===== src/rtl/link_tx_arbiter.sv =====
// Output side of one router link: round-robin arbitration over input
// buffers with wormhole locking, one registered flit per cycle.
module link_tx_arbiter #(
    parameter int NUM_INPUTS = 4,
    parameter int DATA_WIDTH = 16
) (
    input  logic                             clk,
    input  logic                             rst,
    input  logic [NUM_INPUTS-1:0]            req,
    input  logic [NUM_INPUTS*DATA_WIDTH-1:0] data_in,
    output logic [NUM_INPUTS-1:0]            grant,
    input  logic                             buffer_full,
    output logic                             sending_data,
    output logic [DATA_WIDTH-1:0]            data_out
);

    localparam int IW = (NUM_INPUTS > 1) ? $clog2(NUM_INPUTS) : 1;

    typedef enum logic {
        IDLE   = 1'b0,
        LOCKED = 1'b1
    } state_e;

    state_e                state_q;
    logic [IW-1:0]         rr_ptr_q;
    logic [IW-1:0]         owner_q;
    logic                  sending_q;
    logic [DATA_WIDTH-1:0] data_q;

    logic [IW:0]           scan_sum;
    logic [IW-1:0]         scan_cand;
    logic [IW-1:0]         scan_idx;
    logic                  scan_vld;
    logic [IW-1:0]         sel_idx;
    logic                  sel_vld;
    logic                  launch;
    logic [DATA_WIDTH-1:0] sel_flit;

    function automatic logic [IW-1:0] ptr_inc(input logic [IW-1:0] p);
        if (p == IW'(NUM_INPUTS - 1)) begin
            return '0;
        end
        return p + 1'b1;
    endfunction

    // Round-robin scan: walk downwards so the closest requester to rr_ptr wins last.
    always_comb begin
        scan_vld  = 1'b0;
        scan_idx  = '0;
        scan_sum  = '0;
        scan_cand = '0;
        for (int k = NUM_INPUTS - 1; k >= 0; k--) begin
            scan_sum = {1'b0, rr_ptr_q} + (IW+1)'(k);
            if (scan_sum >= (IW+1)'(NUM_INPUTS)) begin
                scan_sum = scan_sum - (IW+1)'(NUM_INPUTS);
            end
            scan_cand = scan_sum[IW-1:0];
            if (req[scan_cand]) begin
                scan_vld = 1'b1;
                scan_idx = scan_cand;
            end
        end
    end

    // While a packet holds the link only its owner may be selected.
    always_comb begin
        sel_vld = scan_vld;
        sel_idx = scan_idx;
        if (state_q == LOCKED) begin
            sel_vld = req[owner_q];
            sel_idx = owner_q;
        end
    end

    assign launch   = rst & ~buffer_full & sel_vld;
    assign sel_flit = data_in[int'(sel_idx)*DATA_WIDTH +: DATA_WIDTH];

    // One-hot pop pulse toward the selected input buffer.
    always_comb begin
        grant          = '0;
        grant[sel_idx] = launch;
    end

    // Arbitration FSM plus registered link outputs.
    always_ff @(posedge clk or negedge rst) begin
        if (!rst) begin
            state_q   <= IDLE;
            rr_ptr_q  <= '0;
            owner_q   <= '0;
            sending_q <= 1'b0;
            data_q    <= '0;
        end else begin
            sending_q <= launch;
            if (launch) begin
                data_q <= sel_flit;
                if (sel_flit[DATA_WIDTH-1]) begin
                    state_q  <= IDLE;
                    rr_ptr_q <= ptr_inc(sel_idx);
                end else begin
                    state_q <= LOCKED;
                    owner_q <= sel_idx;
                end
            end
        end
    end

    assign sending_data = sending_q;
    assign data_out     = data_q;

endmodule


===== config.mk =====
export PLATFORM = sky130hd
export DESIGN_NAME = link_tx_arbiter
export DESIGN_NICKNAME = d
export VERILOG_FILES = /design/src/rtl/link_tx_arbiter.sv
export SDC_FILE = /design/constraint.sdc
export NUM_CORES = 1
export LEC_CHECK = 0
export BUFFER_PORTS_ARGS = -buffer_cell sky130_fd_sc_hd__buf_2
export CAP_MARGIN = 10
export CORE_MARGIN = 2
export CORE_UTILIZATION = 45
export CTS_BUF_LIST = sky130_fd_sc_hd__clkbuf_4
export DETAILED_ROUTE_END_ITERATION = 7
export PLACE_DENSITY = 0.81
export RECOVER_POWER = 50
export SYNTH_ARGS = -nofsm -noshare
export SYNTH_HDL_FRONTEND = slang
export SYNTH_SLANG_ARGS = --single-unit
export TNS_END_PERCENT = 20

===== constraint.sdc =====
create_clock -name clk -period 5.35 [get_ports clk]
set_input_delay 0.535 -clock clk [delete_from_list [all_inputs] [get_ports clk]]
set_output_delay 0.535 -clock clk [all_outputs]
set_load 0.05 [all_outputs]

## Word-level counts from Yosys, hierarchy flattened

Index checks and enable logic that the tools add are counted.

- Add/subtract/negate cells: 8
- Order comparisons: 11
- Eq/ne operators: 1
- Shift-type cells: 1
- Multiplexer cells: 32
- Bitwise operators: 5
- Reductions and logical operators: 3

Operators by type and width:

| operator | number |
|---|---|
| $shiftx 64x7->16 | 1 |
| $mux 2 | 11 |
| $lt 2x3->1 const B | 6 |
| $mux 1 | 15 |
| $bmux 1 s2 | 5 |
| $ge 3x3->1 const B | 3 |
| $sub 2x1->2 const B | 4 |
| $add 2x2->3 const B | 2 |
| $and 4x4->4 | 1 |
| $reduce_and 2->1 | 2 |
| $add 2x1->3 const B | 1 |
| $ge 2x3->1 const B | 1 |
| $add 2x1->2 const B | 1 |
| $and 1x1->1 | 2 |
| $demux 1 s2 | 1 |
| $eq 2x2->1 const B | 1 |
| $ge 2x1->1 const B | 1 |
| $not 1->1 | 2 |
| $logic_and 1x1->1 | 1 |

- Register bits after elaboration: 22
- Input port bits: 71
- Output and inout port bits: 21

## Depth between registers and ports, before layout

Gate-level depths: netlist (run 1).

- Word-level depth: 15
- Mapped depth: 9

## Worst setup path before layout (run 1)

No wires, ideal clock.

- Path kind: input port to output port
- Start: input port req[2]
- End: output port grant[0]
- Data arrival time: 2.365 ns
- Required time: 4.815 ns
- Slack: 2.450 ns
- Stages: 7
- Path buffers: 1
- Cell sequence: mux2i_1 -> nor2_1 -> o41ai_2 -> inv_2 -> clkbuf_1 -> ha_1 -> and2_1

- Word-level cells in the longest chain between the ends: 12
- Elaborated cells between the ends (all ways): 27
- Classes of those cells: order compare: 2; mux: 22; bitwise: 2; reduce/logical: 1

RTL lines:

| item | RTL line | text |
|---|---|---|
| from (decl) | 9 | `input logic [NUM_INPUTS-1:0] req,` |
| $bmux 1 s2 | 58 | `if (req[scan_cand]) begin` |
| $mux 1 (implied by the code) | 58 |  |
| $mux 2 (3 in a row) | 58 |  |
| $mux 2 (*) | 58 |  |
| $mux 2 (*) | 69 | `if (state_q == LOCKED) begin` |
| net sel_idx[0] | 34 | `logic [IW-1:0] sel_idx;` |
| $lt 2x3->1 (implied by the code) / $ge 2x1->1 (equally long branches) | 81 | `grant[sel_idx] = launch;` |
| $logic_and 1x1->1 (implied by the code) | 81 |  |
| $mux 1 (implied by the code) | 81 |  |
| $demux 1 s2 (*) | 81 |  |
| $and 4x4->4 (no line) (*) | - |  |
| to (decl) | 11 | `output logic [NUM_INPUTS-1:0] grant,` |

The timed path passes the listed nets; every way through them passes the cells marked *. The select of a mux whose other input is x is not followed.

## Worst setup path after layout (run 1)

- Start: register rr_ptr_q[1]
- End: output port grant[3]

- Word-level cells in the longest chain between the ends: 15
- Elaborated cells between the ends (all ways): 40
- Classes of those cells: add/sub: 7; order compare: 6; mux: 24; bitwise: 2; reduce/logical: 1

RTL lines:

| item | RTL line | text |
|---|---|---|
| from (decl) | 25 | `logic [IW-1:0] rr_ptr_q;` |
| from (signal assigned) | 98 | `rr_ptr_q <= ptr_inc(sel_idx);` |
| $add 2x2->3 | 53 | `scan_sum = {1'b0, rr_ptr_q} + (IW+1)'(k);` |
| $ge 3x3->1 / $sub 2x1->2 (equally long branches) | 54, 55 |  |
| $mux 2 | 54 | `if (scan_sum >= (IW+1)'(NUM_INPUTS)) begin` |
| $bmux 1 s2 | 58 |  |
| $mux 1 (implied by the code) | 58 |  |
| $mux 2 (3 in a row) | 58 |  |
| $mux 2 (*) | 58 |  |
| $mux 2 (*) | 69 |  |
| net sel_idx[1] | 34 |  |
| $lt 2x3->1 (implied by the code) / $ge 2x1->1 (equally long branches) | 81 |  |
| $logic_and 1x1->1 (implied by the code) | 81 |  |
| $mux 1 (implied by the code) | 81 |  |
| $demux 1 s2 (*) | 81 |  |
| $and 4x4->4 (no line) (*) | - |  |

Marked as above.

==> results of run 1 <==
## power breakdown
part           leakage (nW)  switching (mW)  total [mW]  internal (mW)
combinational         0.883           0.528       0.862          0.334
clock                0.0279          0.0529       0.129         0.0757
sequential            0.256          0.0639       0.309          0.245
## how the worst min path moves through the flow
| stage | end | slack [ns] | cells past startpoint |
|---|---|---|---|
| floorplan | data_out[0] | 0.24 | 0 |
| CTS | sending_data | 0.18 | 1 |
| global route | data_out[15] | 0.52 | 1 |
| finish | sending_data | 0.44 | 1 |
| detailed placement | data_out[15] | 0.47 | 1 |
| global placement | data_out[15] | 0.46 | 1 |
## cells in the final DEF, fill, tap and decap left out, types with 2 or more instances in the layout
| master | Yosys | final |
|---|---|---|
| buf_2 | 3 | 80 |
| mux2i_1 | 48 | 48 |
| dfrtp_1 | 22 | 22 |
| mux2_2 | 15 | 15 |
| clkbuf_1 | 4 | 11 |
| nand2_1 | 5 | 5 |
| and2_1 | 5 | 5 |
| o21ai_0 | 4 | 4 |
| ha_1 | 4 | 4 |
| nor2_1 | 3 | 3 |
| a21oi_1 | 3 | 3 |
| mux2_4 | 3 | 3 |
| clkbuf_4 | 0 | 3 |
| nor3b_1 | 2 | 2 |
| nor2b_1 | 2 | 2 |
| or4_1 | 2 | 2 |
| inv_1 | 2 | 2 |
## state kept, by name (all words and copies together) (netlist names)
name	flops
data_out	16
owner_q	2
rr_ptr_q	2
sending_data	1
state_q	1
## worst reg2reg max path: cells and delay by family, from the launching register on
family	cells	cell delay [ns]
compound gates	3	1.61
flops	1	0.53
simple gates	1	0.08
mux	2	0.67
## synthesized netlist by cell type
library cell   n  area share
ha_1           4       0.031
nor2b_1        2      0.0077
or4_1          2      0.0092
o2bb2a_4       1       0.012
o2bb2ai_1      1      0.0054
buf_6          2       0.014
nor3b_2        1      0.0077
o21bai_1       1      0.0046
and2_1         5       0.019
mux2_2        15        0.10
and4b_1        1      0.0061
inv_1          2      0.0046
inv_2          1      0.0023
nand2b_1       1      0.0038
mux2_4         3       0.028
dfrtp_1       22        0.34
nand2_1        5       0.011
mux2i_1       48        0.29
mux4_2         1       0.014
nor2_1         3      0.0069
a21o_1         1      0.0046
buf_2          3      0.0092
a32o_1         1      0.0061
a21oi_1        3      0.0092
clkbuf_1       4      0.0092
a221oi_1       1      0.0054
nor3b_1        2      0.0092
o41ai_2        1       0.010
nand3_1        1      0.0031
o21ai_0        4       0.012
## cell families (layout without fill, tap and decap cells)
family	Yosys count	count (layout)	share of synthesized area
buffers and inverters	12	99	0.0391
AO/OA/AOI/OAI	14	14	0.0697
multiplexers	67	67	0.439
flip-flops	22	22	0.337
AND/OR/NAND/NOR	23	23	0.0843
adder cells (fa/ha/maj)	4	4	0.0307
## metrics by stage
stage | total power [mW] | utilization | instances
global placement | 1.17 | 0.617 | 271
finish | 1.30 | 0.629 | 275
detailed placement | 1.19 | 0.617 | 271
CTS | 1.33 | 0.633 | 275
global route | 1.40 | 0.629 | 275
floorplan | 1.02 | - | 142
## routing by layer
metal,vias to the layer above,track usage
met5,-,0
met4,0,0.0585
met3,2,0.0493
met2,59,0.311
met1,655,0.235
li1,694,-
## final cells by class
cell class | instances | area [um^2] | area share
multi-input combinational | 108 | 1030 | 0.478
sequential | 22 | 551 | 0.256
timing repair buffer | 92 | 449 | 0.209
tap | 46 | 57.6 | 0.0268
clock inverter | 1 | 30.0 | 0.0140
clock buffer | 3 | 22.5 | 0.0105
inverter | 3 | 11.3 | 0.00524
==> impl_metrics.ini, run 1 <==
[worst_setup_path]
critical_path.cell_chain = nand2_1, a221oi_1, a32o_2, inv_1, ha_1, and2_1, buf_2
crit_family = compound AO/OA/AOI/OAI gates
worstPathArrival_ns = 2.95
crit_end = grant[3]
worstReg2RegEnd = rr_ptr_q[1]
cpPeakStageDelay_ns = 0.97
cp-start-kind = register
critical_path_class = register to output port
slowest_stage = a32o_2
rrSetupSlack_ns = 2.37
crit_required_ns = 4.82
worstSetupPathDepth = 7
ff2ff_path_depth = 6
cp_max_fo = 35
crit_path_end_kind = output port
timing.rr.start = rr_ptr_q[1]
critPathBufInv = 2
crit_start = rr_ptr_q[1]

[finish]
antenna-diode-count = 0
drive_above_1_share = 0.476
final_area_um2 = 2150
fillerInstances = 319
fin_nets = 305
syn_to_final_growth_pct = 31.5

[route]
wirelength_um = 3680
viasPerCell = 5.13
dr.pass1.iters = 4
drt_iter0_markers = 46
dr_wl_met3_um = 295
postRouteAntennaNets = 0
drc = 0
dr_wl_met2_um = 1790
num_vias = 1410
wire_per_inst_um = 13.4
top_layer = met4
drt-met1-wl_um = 1570

[yosys]
synth.distinct_cells = 30
avgSynthCellArea_um2 = 11.5
ys_seq_area_frac = 0.337
synth_cells = 142
syn_area_um2 = 1630
synth_warnings = 0
synth_nets = 217
ys_ff_latch = 22

[clock_tree]
cts_buffers = 3
cts_resized = 0
clk_path_buf_depth = 2
cts_root_buffer = clkbuf_4
cts_hold_buf = 0
post_cts_buffers = 0
clock_sinks = 22
clock_latency_ns = 0.31
cts_tree = done
h-tree-depth = 1
clk_pin_slew_ns = 0.13

[floorplanning]
die_y_um = 64.2
ioPinCount = 92
dieArea_um2 = 4130
start_util = 0.478
row_count = 21
coreArea_um2 = 3420
die_w_um = 64.2

[placed_design]
dp_hpwl_um = 2820
placed_area_um2 = 2110
gp_congestion = 0.691
dp_worst_setup_slack_ns = 2.06
portBuffers = 91

[sta]
rsz0062_at_grt = no
holdWs_ns = 0.445
fin_skew_ns = 0.000801
finalCritPeriodShare = 0.651
fin_crit_ns = 3.48
drv_slew = 0
worst_pin_slew_ns = 1.22
finalSetupTns_ns = 0
max_freq_ghz = 0.287
setup_violations = 0
finalWorstSetupSlack_ns = 1.87
hold_viol_final = 0
slew_headroom = 0.184

[flow_run]
cap_violations = 0

[global_routing]
grt_max_degree = 36
grtUsageTotal = 0.187
grt_pass1_wl_um = 6150
antenna_found_initial = 0
gr-total-overflow = 0
grt_pass1_vias = 1366

[power_and_ir_drop]
p_per_area_nw_per_um2 = 605
ir_drop_mv = 0.358
leakage_nw = 1.17

[hold_path]
min_path_type = primary input to async pin

[status]
status = finished clean
No activity file was read; power rests on OpenSTA's default activity.
==> run 2, diff against run 1 <==
--- a/config.mk
+++ b/config.mk
@@ -8,10 +8,10 @@
 export BUFFER_PORTS_ARGS = -buffer_cell sky130_fd_sc_hd__buf_2
 export CAP_MARGIN = 10
 export CORE_MARGIN = 2
-export CORE_UTILIZATION = 45
+export CORE_UTILIZATION = 41
 export CTS_BUF_LIST = sky130_fd_sc_hd__clkbuf_4
 export DETAILED_ROUTE_END_ITERATION = 7
-export PLACE_DENSITY = 0.81
+export PLACE_DENSITY = 0.78
 export RECOVER_POWER = 50
 export SYNTH_ARGS = -nofsm -noshare
 export SYNTH_HDL_FRONTEND = slang
==> constraint.sdc (replaced) <==
create_clock -name clk -period 3.1 [get_ports clk]
set_input_delay 0.31 -clock clk [delete_from_list [all_inputs] [get_ports clk]]
set_output_delay 0.31 -clock clk [all_outputs]
set_load 0.05 [all_outputs]
==> run 2 against run 1 <==
- final area increased by 0.23%
- utilization decreased by 5.4 points
- combinational power increased by 73%
- first-iteration DRC count increased by 85%
- via count increased by 2.2%
- sequential power increased by 72%
- die area increased by 9.1%
- setup slack got worse by 1.7 ns
- flip-flop and latch count unchanged
- non-clock buffer count increased by 4
- hold slack got worse by 0.20 ns
- critical endpoint is now grant[2]
==> impl_metrics.ini, run 2 (synthesized netlist as in run 1, its figures left out) <==
[sta]
slew_headroom = 0.195
max_freq_ghz = 0.340
fin_crit_ns = 2.94
finalCritPeriodShare = 0.950
fin_skew_ns = 0.00514
finalSetupTns_ns = 0
hold_viol_final = 0
setup_violations = 0
worst_pin_slew_ns = 1.21
drv_slew = 0
rsz0062_at_grt = no

[hold_path]
holdPathStages = 2
hold_path_end = sending_data
min_path_type = primary input to register
min_from = buffer_full

[worst_setup_path]
crit_family = simple AND/OR/NAND/NOR gates
critical_path_class = register to output port
cp-start-kind = register
worstSetupPathDepth = 7
critPathBufInv = 2
worstPathArrival_ns = 2.63
critical_path.cell_chain = and4b_1, or4_1, a32o_2, inv_1, ha_1, and2_1, buf_2
cp_max_fo = 20
cpPeakStageDelay_ns = 0.50
crit_required_ns = 2.79
worstReg2RegEnd = rr_ptr_q[1]
timing.rr.start = rr_ptr_q[1]
crit_path_end_kind = output port
slowest_stage = dfrtp_1
rrSetupSlack_ns = 0.48
ff2ff_path_depth = 6

[floorplanning]
die_y_um = 67.1
ioPinCount = 92
start_util = 0.436
dieArea_um2 = 4500
die_w_um = 67.1
coreArea_um2 = 3740
row_count = 22

[route]
wirelength_um = 3660
drt-met1-wl_um = 1620
postRouteAntennaNets = 0
top_layer = met4
drt_iter0_markers = 85
dr_wl_met3_um = 359
drc = 0
num_vias = 1441
viasPerCell = 5.13
dr.pass1.iters = 4
dr_wl_met2_um = 1670
wire_per_inst_um = 13.0

[finish]
register_area_um2 = 551
syn_to_final_growth_pct = 31.8
antenna-diode-count = 0
fillerInstances = 346
layout_commonest_cell = buf_2
drive_above_1_share = 0.472
fin_nets = 309
largest_reg_flops = 16
layoutNonFillerInstCount = 281
final_cell_mix = buf_2 (80), mux2i_1 (48), dfrtp_1 (22), mux2_2 (15), clkbuf_1 (12)
multi_input_area_um2 = 1030

[clock_tree]
clock_latency_ns = 0.30
clk_path_buf_depth = 2
clock_sinks = 22
h-tree-depth = 1
post_cts_buffers = 0
cts_tree = done
clk_pin_slew_ns = 0.12
cts_root_buffer = clkbuf_4
cts_buffers = 3

[power_and_ir_drop]
leakage_nw = 1.17
ir_drop_mv = 0.543
p_per_area_nw_per_um2 = 1000

[global_routing]
grt_max_degree = 23
gr-total-overflow = 0
grtUsageTotal = 0.168
antenna_found_initial = 0
grt_pass1_vias = 1359
grt_pass1_wl_um = 5810

[flow_run]
cap_violations = 0

[placed_design]
gp_congestion = 0.753
numPlacedInstances = 276
portBuffers = 91
dp_hpwl_um = 2900

[status]
status = finished clean
## run 2: cell types whose count changed in the layout (fill, tap and decap cells not counted), sizes merged
cell	previous run	this run
buf	81	83
dlygate4sd3	0	1
bufinv	1	0
clkbuf	14	15
clkinv	0	1
## run 2: report_power, final
part	total, mW	leakage (nW)	internal, mW	switching [mW]
clock network	0.131	0.0154	0.0469	0.0836
logic	1.49	0.898	0.583	0.909
registers	0.530	0.256	0.423	0.107
total	2.15	1.17	1.05	1.10
## run 2: worst max path at each step
stage	from	to	slack (ns)
after floorplan	rr_ptr_q[1]	grant[0]	0.46
after global placement	rr_ptr_q[1]	data_out[9]	0.55
after detailed placement	rr_ptr_q[1]	rr_ptr_q[1]	0.49
after CTS	rr_ptr_q[1]	grant[2]	0.14
after global routing	rr_ptr_q[1]	grant[3]	0.05
final	rr_ptr_q[1]	grant[2]	0.16
## run 2: metal layers
layer	global-route usage	vias up
met1	0.210	652
met4	0.0408	0
met5	0	-
met3	0.0422	2
li1	-	707
met2	0.290	80
## run 2: through the flow
step / power, mW / util / cell area [um^2] / hold WS, ns / worst slack, ns
after global routing: 2.30 / 0.575 / 2150 / 0.243 / 0.0506
final: 2.15 / 0.575 / 2150 / 0.241 / 0.156
after CTS: 2.20 / 0.580 / 2170 / 0.235 / 0.135
after detailed placement: 2.06 / 0.570 / 2130 / 0.332 / 0.485
after global placement: 2.05 / 0.570 / 2130 / 0.329 / 0.546
after floorplan: 1.77 / - / 1630 / 0.0144 / 0.464
## run 2: worst reg2reg max path, delay by kind of cell, from the launching register on
kind / cells / cell delay [ns]
DFF: 1 / 0.50
muxes: 2 / 0.57
AOI/OAI and AO/OA: 2 / 0.75
and+or+nand+nor: 2 / 0.71
## run 2: area by class of cell
| type | count | area share |
|---|---|---|
| multi-input combinational | 108 | 0.477 |
| sequential | 22 | 0.256 |
| timing repair buffer | 96 | 0.222 |
| tap | 48 | 0.0279 |
| clock buffer | 3 | 0.0105 |
| inverter | 3 | 0.00523 |
| clock inverter | 1 | 0.00174 |
## run 2: timing repair
| action | in CTS | in global routing |
|---|---|---|
| endpoints found under the hold margin | 22 | 0 |
| gates resized for setup | 0 | 0 |
| hold buffers | 1 | 0 |
